--- src/rtl/mem_access_pkg.sv ---
// Shared access-size encodings and lane helpers for the data-memory stage.
package mem_access_pkg;

   localparam logic [1:0] MEM_BYTE = 2'b00;
   localparam logic [1:0] MEM_HALF = 2'b01;
   localparam logic [1:0] MEM_WORD = 2'b10;

   function automatic logic [3:0] f_be(
      input logic [1:0] size,
      input logic [1:0] lo
   );
      case (size)
         MEM_BYTE: f_be = 4'b0001 << lo;
         MEM_HALF: f_be = 4'b0011 << lo;
         default:  f_be = 4'b1111;
      endcase
   endfunction

   function automatic logic [31:0] f_wdata(
      input logic [1:0]  size,
      input logic [31:0] d
   );
      case (size)
         MEM_BYTE: f_wdata = {4{d[7:0]}};
         MEM_HALF: f_wdata = {2{d[15:0]}};
         default:  f_wdata = d;
      endcase
   endfunction

   function automatic logic f_misaligned(
      input logic [1:0] size,
      input logic [1:0] lo
   );
      case (size)
         MEM_BYTE: f_misaligned = 1'b0;
         MEM_HALF: f_misaligned = lo[0];
         default:  f_misaligned = |lo;
      endcase
   endfunction

endpackage

--- src/rtl/mem_access_load_align.sv ---
// Load lane select with sign or zero extension.
module load_align
   import mem_access_pkg::*;
(
   input  logic [31:0] rdata,
   input  logic [1:0]  lo,
   input  logic [1:0]  size,
   input  logic        uns,
   output logic [31:0] data
);

   logic [31:0] w_shift;

   assign w_shift = rdata >> {lo, 3'b000};

   always_comb begin
      data = rdata;
      case (size)
         MEM_BYTE: data = {{24{~uns & w_shift[7]}}, w_shift[7:0]};
         MEM_HALF: data = {{16{~uns & w_shift[15]}}, w_shift[15:0]};
         default:  data = rdata;
      endcase
   end

endmodule

--- src/rtl/mem_access.sv ---
// Memory-access stage: issues one data-memory request per op and
// returns a registered writeback pulse, with misalign and timeout faults.
module mem_access
   import mem_access_pkg::*;
#(
   parameter int TIMEOUT = 255
) (
   input  logic        clk,
   input  logic        reset,
   input  logic        run,
   input  logic [31:0] alu_result,
   input  logic        mem_to_reg_in,
   input  logic [1:0]  bytes_in,
   input  logic [31:0] wdata_in,
   input  logic        we_in,
   input  logic        re_in,
   input  logic [4:0]  rd_in,
   input  logic        reg_we_in,
   input  logic        unsigned_flag_in,
   output logic        dmem_req,
   output logic        dmem_we,
   output logic [31:0] dmem_addr,
   output logic [3:0]  dmem_be,
   output logic [31:0] dmem_wdata,
   input  logic        dmem_ack,
   input  logic [31:0] dmem_rdata,
   output logic        stall_out,
   output logic        run_out,
   output logic [4:0]  rd_out,
   output logic        reg_we_out,
   output logic [31:0] wb_data,
   output logic        misaligned,
   output logic        bus_error
);

   localparam int CW = $clog2(TIMEOUT + 1);

   typedef enum logic {
      S_IDLE,
      S_REQ
   } state_t;

   state_t          r_state, w_state_nx;
   logic [CW-1:0]   r_cnt, w_cnt_nx;

   logic [1:0]  r_size, w_size_nx;
   logic [1:0]  r_lo, w_lo_nx;
   logic        r_uns, w_uns_nx;
   logic        r_st, w_st_nx;
   logic        r_rwe, w_rwe_nx;

   logic        w_req_nx, w_we_nx, w_stall_nx;
   logic [31:0] w_addr_nx, w_wdata_nx, w_wb_nx;
   logic [3:0]  w_be_nx;
   logic        w_run_nx, w_rwe_out_nx;
   logic [4:0]  w_rd_nx;
   logic        w_mis_nx, w_berr_nx;

   logic        w_cap, w_mem, w_mis;
   logic [31:0] w_ld;

   // Writeback source is implied by re_in; mem_to_reg_in is informational.
   logic        w_unused;
   assign w_unused = mem_to_reg_in;

   assign w_cap = run & (r_state == S_IDLE) & ~stall_out;
   assign w_mem = we_in | re_in;
   assign w_mis = f_misaligned(bytes_in, alu_result[1:0]);

   load_align u_align (
      .rdata (dmem_rdata),
      .lo    (r_lo),
      .size  (r_size),
      .uns   (r_uns),
      .data  (w_ld)
   );

   always_comb begin
      w_state_nx   = r_state;
      w_cnt_nx     = r_cnt;
      w_size_nx    = r_size;
      w_lo_nx      = r_lo;
      w_uns_nx     = r_uns;
      w_st_nx      = r_st;
      w_rwe_nx     = r_rwe;
      w_req_nx     = dmem_req;
      w_we_nx      = dmem_we;
      w_addr_nx    = dmem_addr;
      w_be_nx      = dmem_be;
      w_wdata_nx   = dmem_wdata;
      w_stall_nx   = stall_out;
      w_wb_nx      = wb_data;
      w_rd_nx      = rd_out;
      w_run_nx     = 1'b0;
      w_rwe_out_nx = 1'b0;
      w_mis_nx     = 1'b0;
      w_berr_nx    = 1'b0;

      unique case (r_state)
         S_IDLE: begin
            if (w_cap) begin
               w_rd_nx = rd_in;
               if (!w_mem) begin
                  w_run_nx     = 1'b1;
                  w_wb_nx      = alu_result;
                  w_rwe_out_nx = reg_we_in;
               end else if (w_mis) begin
                  w_run_nx = 1'b1;
                  w_mis_nx = 1'b1;
                  w_wb_nx  = alu_result;
               end else begin
                  w_state_nx = S_REQ;
                  w_cnt_nx   = CW'(1);
                  w_req_nx   = 1'b1;
                  w_stall_nx = 1'b1;
                  w_we_nx    = we_in;
                  w_addr_nx  = {alu_result[31:2], 2'b00};
                  w_be_nx    = f_be(bytes_in, alu_result[1:0]);
                  w_wdata_nx = f_wdata(bytes_in, wdata_in);
                  w_size_nx  = bytes_in;
                  w_lo_nx    = alu_result[1:0];
                  w_uns_nx   = unsigned_flag_in;
                  w_st_nx    = we_in;
                  w_rwe_nx   = reg_we_in & ~we_in;
               end
            end
         end
         S_REQ: begin
            // Ack is checked first so it wins over a coincident timeout.
            if (dmem_ack || (r_cnt == CW'(TIMEOUT))) begin
               w_state_nx = S_IDLE;
               w_cnt_nx   = '0;
               w_req_nx   = 1'b0;
               w_we_nx    = 1'b0;
               w_addr_nx  = '0;
               w_be_nx    = '0;
               w_wdata_nx = '0;
               w_stall_nx = 1'b0;
               w_run_nx   = 1'b1;
               if (dmem_ack) begin
                  w_rwe_out_nx = r_rwe;
                  if (!r_st) w_wb_nx = w_ld;
               end else begin
                  w_berr_nx = 1'b1;
               end
            end else begin
               w_cnt_nx = r_cnt + CW'(1);
            end
         end
         default: w_state_nx = S_IDLE;
      endcase
   end

   always_ff @(posedge clk or negedge reset) begin
      if (!reset) begin
         r_state    <= S_IDLE;
         r_cnt      <= '0;
         r_size     <= '0;
         r_lo       <= '0;
         r_uns      <= 1'b0;
         r_st       <= 1'b0;
         r_rwe      <= 1'b0;
         dmem_req   <= 1'b0;
         dmem_we    <= 1'b0;
         dmem_addr  <= '0;
         dmem_be    <= '0;
         dmem_wdata <= '0;
         stall_out  <= 1'b0;
         run_out    <= 1'b0;
         rd_out     <= '0;
         reg_we_out <= 1'b0;
         wb_data    <= '0;
         misaligned <= 1'b0;
         bus_error  <= 1'b0;
      end else begin
         r_state    <= w_state_nx;
         r_cnt      <= w_cnt_nx;
         r_size     <= w_size_nx;
         r_lo       <= w_lo_nx;
         r_uns      <= w_uns_nx;
         r_st       <= w_st_nx;
         r_rwe      <= w_rwe_nx;
         dmem_req   <= w_req_nx;
         dmem_we    <= w_we_nx;
         dmem_addr  <= w_addr_nx;
         dmem_be    <= w_be_nx;
         dmem_wdata <= w_wdata_nx;
         stall_out  <= w_stall_nx;
         run_out    <= w_run_nx;
         rd_out     <= w_rd_nx;
         reg_we_out <= w_rwe_out_nx;
         wb_data    <= w_wb_nx;
         misaligned <= w_mis_nx;
         bus_error  <= w_berr_nx;
      end
   end

endmodule

--- config.mk ---
export PLATFORM = sky130hd
export DESIGN_NAME = mem_access
export DESIGN_NICKNAME = d
export VERILOG_FILES = /design/src/rtl/mem_access_pkg.sv /design/src/rtl/mem_access_load_align.sv /design/src/rtl/mem_access.sv
export SDC_FILE = /design/constraint.sdc
export NUM_CORES = 1
export LEC_CHECK = 0
export CAP_MARGIN = 5
export CELL_PAD_IN_SITES_DETAIL_PLACEMENT = 1
export CELL_PAD_IN_SITES_GLOBAL_PLACEMENT = 1
export CORE_MARGIN = 2
export CORE_UTILIZATION = 30
export CTS_CLUSTER_DIAMETER = 50
export DETAILED_ROUTE_END_ITERATION = 16
export PLACE_DENSITY_LB_ADDON = 0.05
export SETUP_SLACK_MARGIN = 0.3
export SLEW_MARGIN = 20
export SYNTH_ARGS = -nofsm -noshare
export SYNTH_HDL_FRONTEND = slang
export SYNTH_HIERARCHICAL = 1
export SYNTH_SLANG_ARGS = --single-unit
--- constraint.sdc ---
create_clock -name clk -period 4.85 [get_ports clk]
set_clock_uncertainty 0.2 [all_clocks]
set_input_delay 1.2125 -clock clk [delete_from_list [all_inputs] [get_ports clk]]
set_output_delay 1.2125 -clock clk [all_outputs]
set_load 0.05 [all_outputs]
==> flow_summary.ini <==
[run_status]
status = finished, final reports clean

[floorplanning]
core-area_um2 = 21020
io_pins = 224
die_area_um2 = 22610
die_y_um = 150.4
rows = 53
die_w_um = 150.4
start_util = 0.3058

[clock_tree]
clockBufferDepth = 2
clockRootBuffer = clkbuf_16
htreeDepth = 4
cts_made_buffers = 17
worstSkewPairLatency_ns = 0.41
clk_pin_slew_worst_paths_ns = 0.06
cts_sinks = 125
cts_setup_buffers = 0
hold_buffers = 0
cts_tree = built
cts.repair.resized = 0

[setup_path]
arrival_ns = 3.47
critPathCaptureType = flop
reg2regPathDepth = 4
start_kind = input port
rrSetupSlack_ns = 1.79
path_class = in2reg
r2r_start = r_lo[1]$_DFFE_PN0P_
r2r-end = wb_data[16]$_DFFE_PN0P_
required_ns = 4.95
critPathMaxFanout = 16

[route]
drt_iter0_markers = 228
antenna_left = 0
drc = 0
firstDrtPassIters = 4
routed_via_density = 5.192
vias = 5545
routedWlPerCell_um = 21.16
routed_wl_um = 22600

[yosys]
synth_seq_cells = 125
yosys.cell_count.top_type = dfrtp_1
synth_top_area_cell = dfrtp_1
seq_area_frac_synth = 0.4867
ys_top_cells_by_area = dfrtp_1 (49%), o221a_2 (5.6%), mux2_2 (5.4%)
yosysUniqueCellTypes = 51
yosysWarnings = 6
syn-cell-area_um2 = 6427
async_flop_share = 1.000
yosys.area.top_type_share = 0.4867
synth_edf_count = 0
synth_ff_type = dfrtp_1
synthCells = 582
synth_common_cells = dfrtp_1 (125), nand2_1 (62), nor2b_1 (33)
avgSynthCellArea_um2 = 11.04

[hold_path]
hold_path.class = reg2reg
min_from = dmem_be[2]$_DFFE_PN0P_
hold_end = dmem_be[2]$_DFFE_PN0P_
hold_path_depth = 1

[placed_design]
portBuffers = 220
dp.cells = 1036
gp_congestion = 0.7952
dp_hpwl_um = 16160

[power]
p_leak_nw = 3.992
power_density_nw_per_um2 = 752.2
ir_drop_uv = 307.3
finalPower_mw = 7.120

[timing]
setup_viol = 0
grt_setup_unrepaired = no
slew_viol_final = 0
worstMarginPinSlew_ns = 0.9426
hold_violations = 0
post-route-min-period_ns = 3.375
period_share = 0.6958
fmax_ghz = 0.2963
setup_tns_ns = 0
relSlewSlack = 0.3693

[global_route]
grt_max_degree = 92
gr-total-overflow = 0
antenna_found_initial = 0
grt_pass1_vias = 5959
grt_pass1_wl_um = 34890
grt_usage = 0.2025

[layout]
fillers = 2267
seq_area_um2 = 3131
drive_above_1_share = 0.1564
diodes = 0
multi_input_area_um2 = 3028
area_growth_pct = 47.26
final_nets = 893
fin_cells = 1068

[job]
drv_cap = 0
## state kept, by name (all words and copies together), names as in the netlist, 2 cells and up
signal / cells
dmem_be: 4
rd_out: 5
r_lo: 2
wb_data: 32
dmem_wdata: 32
r_size: 2
r_cnt: 8
dmem_addr: 30
## worst max-delay path, cell delays in order
cell	delay, ns
clkdlybuf4s50_1	0.47
mux4_2	0.55
a221oi_4	0.71
o21ai_0	0.20
o221a_2	0.32
## kinds of logic (layout without fill, tap and decap cells)
logic type,count (synthesis),after routing,share of synthesized area
other,1,2,0.0005834
buffers and inverters,58,268,0.04555
adders and majority gates,1,1,0.001946
muxes,68,68,0.1178
AOI/OAI and AO/OA,157,157,0.2083
and+or+nand+nor,171,171,0.1378
xor gates and xnor gates,1,1,0.001363
DFF,125,125,0.4867
## stage by stage
step	area [µm²]	worst slack, ns	hold slack, ns	util
after global placement	8813	1.036	0.2629	0.4193
after detailed placement	8813	0.9966	0.2692	0.4193
after floorplan	6431	1.918	0.2505	-
after CTS	9463	1.441	0.2821	0.4502
after global routing	9465	1.364	0.3116	0.4503
final	9465	1.475	0.2781	0.4503
## layout make-up
cell class,count,share of cell area
sequential,125,0.3307
multi-input combinational,400,0.3199
timing repair buffer,230,0.2420
clock buffer,21,0.04865
tap,275,0.03635
clock inverter,11,0.01996
inverter,6,0.002379
## cell usage in the layout (no fill, tap or decap), types with 4 or more instances in the layout
cell / netlist / layout
a21o_1: 4 / 4
a21oi_1: 4 / 4
a22o_1: 25 / 25
buf_4: 5 / 9
bufinv_16: 0 / 5
clkbuf_16: 0 / 17
clkdlybuf4s50_1: 0 / 219
dfrtp_1: 125 / 123
inv_1: 5 / 5
mux2_2: 31 / 31
mux2_4: 5 / 5
mux2i_1: 31 / 31
nand2_1: 62 / 62
nand2b_1: 4 / 4
nand3b_1: 8 / 8
nor2_1: 15 / 14
nor2b_1: 33 / 33
o211a_1: 8 / 8
o21ai_0: 21 / 21
o21ai_1: 10 / 10
o221a_2: 32 / 32
o2bb2ai_1: 26 / 26
o31ai_1: 7 / 7
or3_1: 32 / 32
## worst max-delay path by stage
stage / start / to / slack [ns]
2_1_floorplan: dmem_rdata[31] / wb_data[21]$_DFFE_PN0P_ / 1.92
3_3_place_gp: run / r_uns$_DFFE_PN0P_ / 1.04
3_5_place_dp: run / r_lo[1]$_DFFE_PN0P_ / 1.0
4_1_cts: run / r_lo[1]$_DFFE_PN0P_ / 1.44
5_1_grt: dmem_rdata[23] / wb_data[16]$_DFFE_PN0P_ / 1.36
6_report: dmem_rdata[23] / wb_data[16]$_DFFE_PN0P_ / 1.48
## per-layer routing
| metal | wire length [µm] | global-route usage | vias to the layer above |
|---|---|---|---|
| li1 | - | - | 2547 |
| met1 | 9490 | 0.2583 | 2809 |
| met2 | 11200 | 0.3382 | 173 |
| met3 | 1669 | 0.05818 | 16 |
| met4 | 238 | 0.05000 | 0 |
| met5 | 0 | 0 | - |
## where the power goes
part	switching, mW	internal [mW]	leakage, nW
Clock	0.474	0.937	0.313
Combinational	2.39	1.46	2.14
Sequential	0.380	1.48	1.54
Total	3.24	3.88	3.99
Power figures use the tool's default switching activity.
